$ cat config.mk
export PLATFORM = sky130hd
export DESIGN_NAME = instr_fetch_rv
export DESIGN_NICKNAME = d
export VERILOG_FILES = /design/src/rtl/instr_fetch_rv.sv
export SDC_FILE = /design/constraint.sdc
export NUM_CORES = 1
export LEC_CHECK = 0
export BUFFER_PORTS_ARGS = -buffer_cell sky130_fd_sc_hd__buf_2
export CAP_MARGIN = 25
export CORE_UTILIZATION = 50
export DETAILED_ROUTE_END_ITERATION = 10
export PLACE_DENSITY_LB_ADDON = 0.12
export SYNTH_ARGS = -nofsm -noshare
export SYNTH_HDL_FRONTEND = slang
export SYNTH_SLANG_ARGS = --single-unit
export TNS_END_PERCENT = 5
$ cat constraint.sdc
create_clock -name iwClk -period 4.05 [get_ports iwClk]
set_clock_uncertainty 0.15 [all_clocks]
set_input_delay 0.2025 -clock iwClk [delete_from_list [all_inputs] [get_ports iwClk]]
set_output_delay 0.2025 -clock iwClk [all_outputs]
set_load 0.01 [all_outputs]
$ cat src/rtl/instr_fetch_rv.sv
// rtl/instr_fetch_rv.sv - RV32I instruction fetch and next-PC unit
//
// Owns the PC, fetches one word per round trip over a req/ready handshake,
// holds it for the decoder until retire, then computes the next PC.
// Illegal instructions and misaligned targets park the unit in FAULT.
//
// Ports:
//   iwClk, iwnRst                  clock, async active-low reset
//   owIMemReq/owIMemAddr           fetch request and word address
//   iwIMemReady/iwIMemData         fetch completion and returned word
//   owInstr/owOldPc/owPc           held instruction, its PC, PC + 4
//   owInstrValid                   instruction held, awaiting retire
//   iwRetire, iwnIllegal           retire strobe, legality (0 = illegal)
//   iwNextPcSrc                    0 SEQ, 1 JAL, 2 JALR, 3 B
//   iwNextPcImmediate20/12         raw immediate fields from the decoder
//   iwBranchInverted, iwAluResult  branch sense and compare result (bit 0)
//   iwReg1Data                     rs1 value for JALR
//   owFault/owFaultCause           sticky fault, 1 illegal / 2 misaligned
//   owRetireCount                  retired-instruction counter
module instr_fetch_rv #(
  parameter logic [31:0] RESET_PC = 32'h0000_0000
) (
  input  logic        iwClk,
  input  logic        iwnRst,
  output logic        owIMemReq,
  output logic [31:0] owIMemAddr,
  input  logic        iwIMemReady,
  input  logic [31:0] iwIMemData,
  output logic [31:0] owInstr,
  output logic [31:0] owOldPc,
  output logic [31:0] owPc,
  output logic        owInstrValid,
  input  logic        iwRetire,
  input  logic        iwnIllegal,
  input  logic [1:0]  iwNextPcSrc,
  input  logic [19:0] iwNextPcImmediate20,
  input  logic [11:0] iwNextPcImmediate12,
  input  logic        iwBranchInverted,
  input  logic [31:0] iwAluResult,
  input  logic [31:0] iwReg1Data,
  output logic        owFault,
  output logic [1:0]  owFaultCause,
  output logic [31:0] owRetireCount
);

  typedef enum logic [1:0] {
    S_FETCH = 2'd0,
    S_EXEC  = 2'd1,
    S_FAULT = 2'd2
  } state_e;

  localparam logic [1:0] SRC_SEQ  = 2'd0;
  localparam logic [1:0] SRC_JAL  = 2'd1;
  localparam logic [1:0] SRC_JALR = 2'd2;
  localparam logic [1:0] SRC_B    = 2'd3;

  localparam logic [31:0] NOP = 32'h0000_0013;

  state_e      state_q;
  logic [31:0] pc_q;
  logic [31:0] old_pc_q;
  logic [31:0] instr_q;
  logic [1:0]  cause_q;
  logic [31:0] count_q;

  logic [31:0] seq_pc;
  logic [31:0] jal_off;
  logic [31:0] br_off;
  logic        br_taken;
  logic [31:0] target_d;

  // Only the compare bit of the ALU result matters here.
  logic unused_alu_hi;
  assign unused_alu_hi = ^iwAluResult[31:1];

  assign seq_pc = old_pc_q + 32'd4;

  // The decoder hands over raw instruction fields; unscramble the J and B
  // immediates here so the decoder stays free of PC-specific packing.
  assign jal_off = {{11{iwNextPcImmediate20[19]}}, iwNextPcImmediate20[19],
                    iwNextPcImmediate20[7:0], iwNextPcImmediate20[8],
                    iwNextPcImmediate20[18:9], 1'b0};
  assign br_off  = {{19{iwNextPcImmediate12[11]}}, iwNextPcImmediate12[11],
                    iwNextPcImmediate12[0], iwNextPcImmediate12[10:5],
                    iwNextPcImmediate12[4:1], 1'b0};
  assign br_taken = iwAluResult[0] ^ iwBranchInverted;

  always_comb begin
    target_d = seq_pc;
    case (iwNextPcSrc)
      SRC_SEQ:  target_d = seq_pc;
      SRC_JAL:  target_d = old_pc_q + jal_off;
      SRC_JALR: target_d = (iwReg1Data + {{20{iwNextPcImmediate12[11]}},
                                          iwNextPcImmediate12}) & ~32'h1;
      SRC_B:    target_d = br_taken ? (old_pc_q + br_off) : seq_pc;
      default:  target_d = seq_pc;
    endcase
  end

  always_ff @(posedge iwClk or negedge iwnRst) begin
    if (!iwnRst) begin
      state_q  <= S_FETCH;
      pc_q     <= RESET_PC;
      old_pc_q <= RESET_PC;
      instr_q  <= NOP;
      cause_q  <= 2'd0;
      count_q  <= 32'd0;
    end else begin
      case (state_q)
        S_FETCH: begin
          if (iwIMemReady) begin
            instr_q  <= iwIMemData;
            old_pc_q <= pc_q;
            state_q  <= S_EXEC;
          end
        end
        S_EXEC: begin
          if (iwRetire) begin
            if (!iwnIllegal) begin
              cause_q <= 2'd1;
              state_q <= S_FAULT;
            end else if (target_d[1:0] != 2'b00) begin
              cause_q <= 2'd2;
              state_q <= S_FAULT;
            end else begin
              pc_q    <= target_d;
              count_q <= count_q + 32'd1;
              state_q <= S_FETCH;
            end
          end
        end
        S_FAULT: state_q <= S_FAULT;
        default: state_q <= S_FAULT;
      endcase
    end
  end

  // Request is gated by reset so it drops the instant reset asserts.
  assign owIMemReq     = iwnRst && (state_q == S_FETCH);
  assign owIMemAddr    = pc_q;
  assign owInstr       = instr_q;
  assign owOldPc       = old_pc_q;
  assign owPc          = seq_pc;
  assign owInstrValid  = (state_q == S_EXEC);
  assign owFault       = (state_q == S_FAULT);
  assign owFaultCause  = cause_q;
  assign owRetireCount = count_q;

endmodule

# Yosys cells after proc, flatten, opt, wreduce, memory -nomap -nowiden
# Cells that the tools add are included.
# word_totals
register_bits,132
out_inout_bits,165
inputBits,136
# op_classes
add_sub_neg,5
muxes,9
reduce_logical,8
bitwise_logic,2
eq_ne,8
# ops
cell,count
32-bit one-hot mux with 4 select lines,1
32-bit adder,3
"32-bit by 1-bit adder with 32-bit output, second input constant",1
"32-bit by 3-bit adder with 32-bit output, second input constant",1
32-bit two-way mux,1
2-bit two-way mux,6
"2-bit equality test, second input constant",3
"2-bit by 1-bit equality test with 1-bit output, second input constant",2
2-bit logical NOT,2
"2-bit by 1-bit != test with 1-bit output, second input constant",2
2-bit one-hot mux with 2 select lines,1
2-bit AND reduction,2
4-bit AND reduction,1
3-bit AND reduction,1
"2-bit != test, second input constant",1
2-bit nonzero test,1
1-bit logical AND,1
1-bit NOT,1
1-bit XOR,1

# Longest topological paths before layout
# depth
word_depth,8
mapped_depth,12
mapped_depth_nobuf,12

# Worst setup path after synthesis
# OpenSTA, ideal clock, no wires.
# synth_path
path_kind,register to register
from,"register old_pc_q[1], in the netlist owOldPc[1]"
to,"register pc_q[13], in the netlist owIMemAddr[13]"
path_slack_ns,0.700
synth_period_minus_slack_ns,3.350
setup_ns,0.083
stages_incl_launch_ff,12
arrival_ns,3.118
path_buffers,0
cell_sequence,dfrtp_1 ha_1 fa_1 a21o_1 and4_1 or2_2 a311o_1 a21o_1 a21oi_1 xor2_1 mux4_2 o21ai_0
# synth_between
elab_chain_cells,6
# synth_rtl
element,line,rtl
"start, declared",61,logic [31:0] old_pc_q;
"start signal, assigned",113,old_pc_q <= pc_q;
32-bit by 3-bit adder with 32-bit output or 32-bit adder (tied branches),"76, 95",
32-bit two-way mux,95,SRC_B: target_d = br_taken ? (old_pc_q + br_off) : seq_pc;
32-bit one-hot mux with 4 select lines *,90,case (iwNextPcSrc)
2-bit nonzero test,122,end else if (target_d[1:0] != 2'b00) begin
1-bit NOT (no line),--,
4-bit AND reduction (no line),--,
"end signal, assigned",126,pc_q <= target_d;
"end, declared",60,logic [31:0] pc_q;
# Every way passes the cells marked *; elsewhere a longest branch is shown, timed or not.
# A chain may end at the register's enable or synchronous reset.

# Worst setup path after layout
# layout_path
from,"register old_pc_q[1], in the netlist owOldPc[1]"
to,"register pc_q[29], in the netlist owIMemAddr[29]"
# Same word-level chain as after synthesis.

==> results.yml <==
yosys:
  yosysTopAreaCellShare_pct: 28.1
  yosysTopAreaCell: "dfrtp_1"
  avgSynthCellArea_um2: 8.68
  synthFlopType: "dfrtp_1"
  yosysWarnings: 0
  ys_top_cells_by_area: "dfrtp_1 28%, ha_1 10%, mux2_2 6.1%"
  synthCells: 1323
  syn_area_um2: 11500
  ys_ff_latch: 132
  synth_seq_area_share_pct: 28.8
  async_flop_share_pct: 100
  synth_edf_count: 0
  synth_nets: 1554
  synth_cell_types: 84
sta:
  tightest_slew_ns: 0.969
  fin_crit_ns: 3.78
  tns_ns: 0
  max_slew_margin_pct: 35.4
  hold_ws_ns: 0.183
  timing.final.crit_share_pct: 93.4
  slew_violations: 0
  max_freq_mhz: 264
  setup_viol: 0
  grt_setup_unrepaired: "no"
  hold_violations: 0
clock_tree:
  clockBufferDepth: 2
  htreeDepth: 4
  clkTransAtPathRegs_ns: 0.07
  clock_latency_ns: 0.44
  cts_made_buffers: 17
  ctsResizeCount: 0
  cts_root_buf: "clkbuf_16"
  cts_tree: "yes"
  clkSinkCount: 132
worst_setup_path:
  cp.arrival_ns: 3.95
  worstSetupPathType: "flip-flop to flip-flop"
  reg2reg_depth: 13
  rrSetupSlack_ns: 0.27
  crit_path_end: "owIMemAddr[29]"
  reg2reg_from: "owOldPc[1]"
  required_ns: 4.22
  critPathMaxFanout: 7
  endpoint_kind: "flip-flop"
  start_kind: "flip-flop"
  timing.rr.end: "owIMemAddr[29]"
  worstSetupStartpoint: "owOldPc[1]"
place:
  place.gp.congestion: 1.02
  dpl.hpwl_um: 30000
  numPortBuffers: 269
global_route:
  gr-usage-met1_pct: 43.2
  grt-ovfl-total: 0
  grt_max_degree: 73
  gr-usage-met3_pct: 4.00
  grtUsageTotal_pct: 33.5
  grt_pass1_wl_um: 61400
  grtUsageMet2_pct: 55.6
  grt_pass1_vias: 11200
  antenna_found_initial: 1
  grt-busiest-layer: "met2"
final_layout:
  nets: 1860
  drive_gt1_share_pct: 25.6
  syn2layout_area_growth_pct: 23.3
min_path:
  hp-class: "input pin to async pin"
power_and_ir_drop:
  internal_power_mw: 4.57
  p_switching_mw: 3.85
  power_density_nw_per_um2: 595
  clkPwrFrac_pct: 18.7
  combPwrFrac_pct: 54.4
  swShare_pct: 45.7
  ir_worst_vdd_v: 0.000307
  p_seq_share_pct: 26.9
  leakage_nw: 6.97
floorplanning:
  coreArea_um2: 22600
  die_w_um: 154
  fp.dieH_um: 154
  start_util_pct: 50.9
  num_rows: 55
  die_area_um2: 23600
  boundaryPins: 301
job:
  drv_cap: 0
routing:
  drtPass1Iterations: 5
  wl_per_cell_um: 20.6
  viasPerCell: 6.04
  num_vias: 11600
  finalWirelength_um: 39600
  drt_iter0_markers: 747
  route.antenna.remaining_nets: 0
  drc_errors: 0
status:
  status: "finished, final reports clean"
==> worst min path at each step <==
stage | start | to | slack (ns) | depth (start not counted)
floorplan | iwnRst | owFaultCause[0] | -0.24 | 0
global placement | iwnRst | owIMemAddr[31] | 0.09 | 1
detailed placement | iwnRst | owIMemAddr[31] | 0.1 | 1
CTS | iwNextPcSrc[0] | owIMemAddr[30] | 0.14 | 3
global route | iwNextPcSrc[0] | owIMemAddr[30] | 0.20 | 3
finish | iwnRst | owIMemAddr[31] | 0.18 | 2
==> per-layer routing <==
layer	part of all wire [%]	vias to the layer above
met5	0	-
met1	43	5561
met3	5.5	92
li1	-	5522
met2	47	463
met4	4.4	0
==> metrics by stage <==
step | cell area [µm²] | cells | power, mW | worst slack (ns) | util [%]
floorplan | 11500 | 1323 | 5.17 | 0.700 | -
finish | 14200 | 1928 | 8.42 | 0.269 | 62.7
CTS | 14200 | 1927 | 8.39 | 0.359 | 62.7
detailed placement | 13200 | 1860 | 6.76 | 0.391 | 58.6
global placement | 13200 | 1860 | 6.69 | 0.429 | 58.6
global route | 14200 | 1927 | 8.95 | 0.105 | 62.7
==> power groups by stage <==
stage	Sequential (mW)	Combinational, mW	Clock, mW
final	2.26	4.58	1.57
after CTS	2.26	4.53	1.59
after detailed placement	2.28	4.48	0
after floorplan	2.36	2.81	0
after global placement	2.26	4.43	0
after global routing	2.32	4.98	1.65
==> sequential cells by signal, indices dropped and copies added, names as in the netlist <==
register       cells
owOldPc           32
state_q            2
owIMemAddr        32
owInstr           32
owFaultCause       2
owRetireCount     32
==> layout make-up <==
type	count	area, µm²
Antenna cell	1	2.50
Sequential cell	132	3310
Timing Repair Buffer	332	1940
Clock buffer	17	425
Inverter	44	165
Tap cell	285	357
Clock inverter	15	154
Fill cell	2011	8410
Multi-Input combinational cell	1102	7810
==> cells in the mapped netlist (4+ instances only) <==
cell and n:
o211ai_1 15, a22oi_1 4, nor3_1 18, nand4_1 18, nand3_1 37, inv_1 43, mux2_2 62, o22ai_1 9
a2111oi_0 6, dfrtp_1 129, nor2_1 84, nor2b_1 6, nor4_1 6, a21o_1 34, and3_1 27, buf_4 5
nor3b_1 4, a41oi_1 6, or3_1 4, o21a_1 14, o221ai_1 5, a31oi_1 14, and4_1 9, xor2_1 57
xnor2_1 73, o21bai_1 15, nand2b_1 13, and2_1 14, a221oi_1 11, a211oi_1 19, clkbuf_1 32, a31o_2 4
a21boi_0 6, o31ai_1 9, ha_1 92, a21oi_1 107, o21ai_0 95, mux2i_1 10, nand2_1 138
==> critical path: stages (launching register included) <==
cell       delay (ns)
dfrtp_1          0.46
ha_1             0.27
inv_1            0.08
fa_1             0.21
nand2b_1         0.18
a21oi_1          0.11
o31ai_1          0.42
a2111oi_0        0.19
buf_4            0.19
nor4_1           0.57
nor3_1           0.19
mux2i_1          0.18
nor3_1           0.07
a2111o_1         0.38
==> cells in the final DEF, fill, tap and decap left out, types with 18 or more instances in the layout <==
master / count
ha_1: 92
dfrtp_1: 129
nand4_1: 18
inv_1: 43
buf_2: 268
and3_1: 27
a21o_1: 34
nor3_1: 18
nand2_1: 138
xor2_1: 56
mux2_2: 62
xnor2_1: 72
o21ai_0: 95
nand3_1: 37
buf_4: 26
a211oi_1: 19
dlygate4sd3_1: 35
a21oi_1: 107
nor2_1: 84
==> what timing repair did <==
action	4_1_cts	5_1_grt
setup buffers	0	0
hold buffers	35	0
endpoints found under the hold margin	93	0
==> cell families after synthesis <==
group           count (synthesis)  share of synthesized area, %
mux                            75                          7.54
fa+ha+maj                      95                          10.5
xor+xnor                      130                          9.92
compound gates                414                          23.6
simple gates                  388                          16.1
buf+inv                        89                          3.47
flops                         132                          28.8
(Power assumes the default switching activity.)
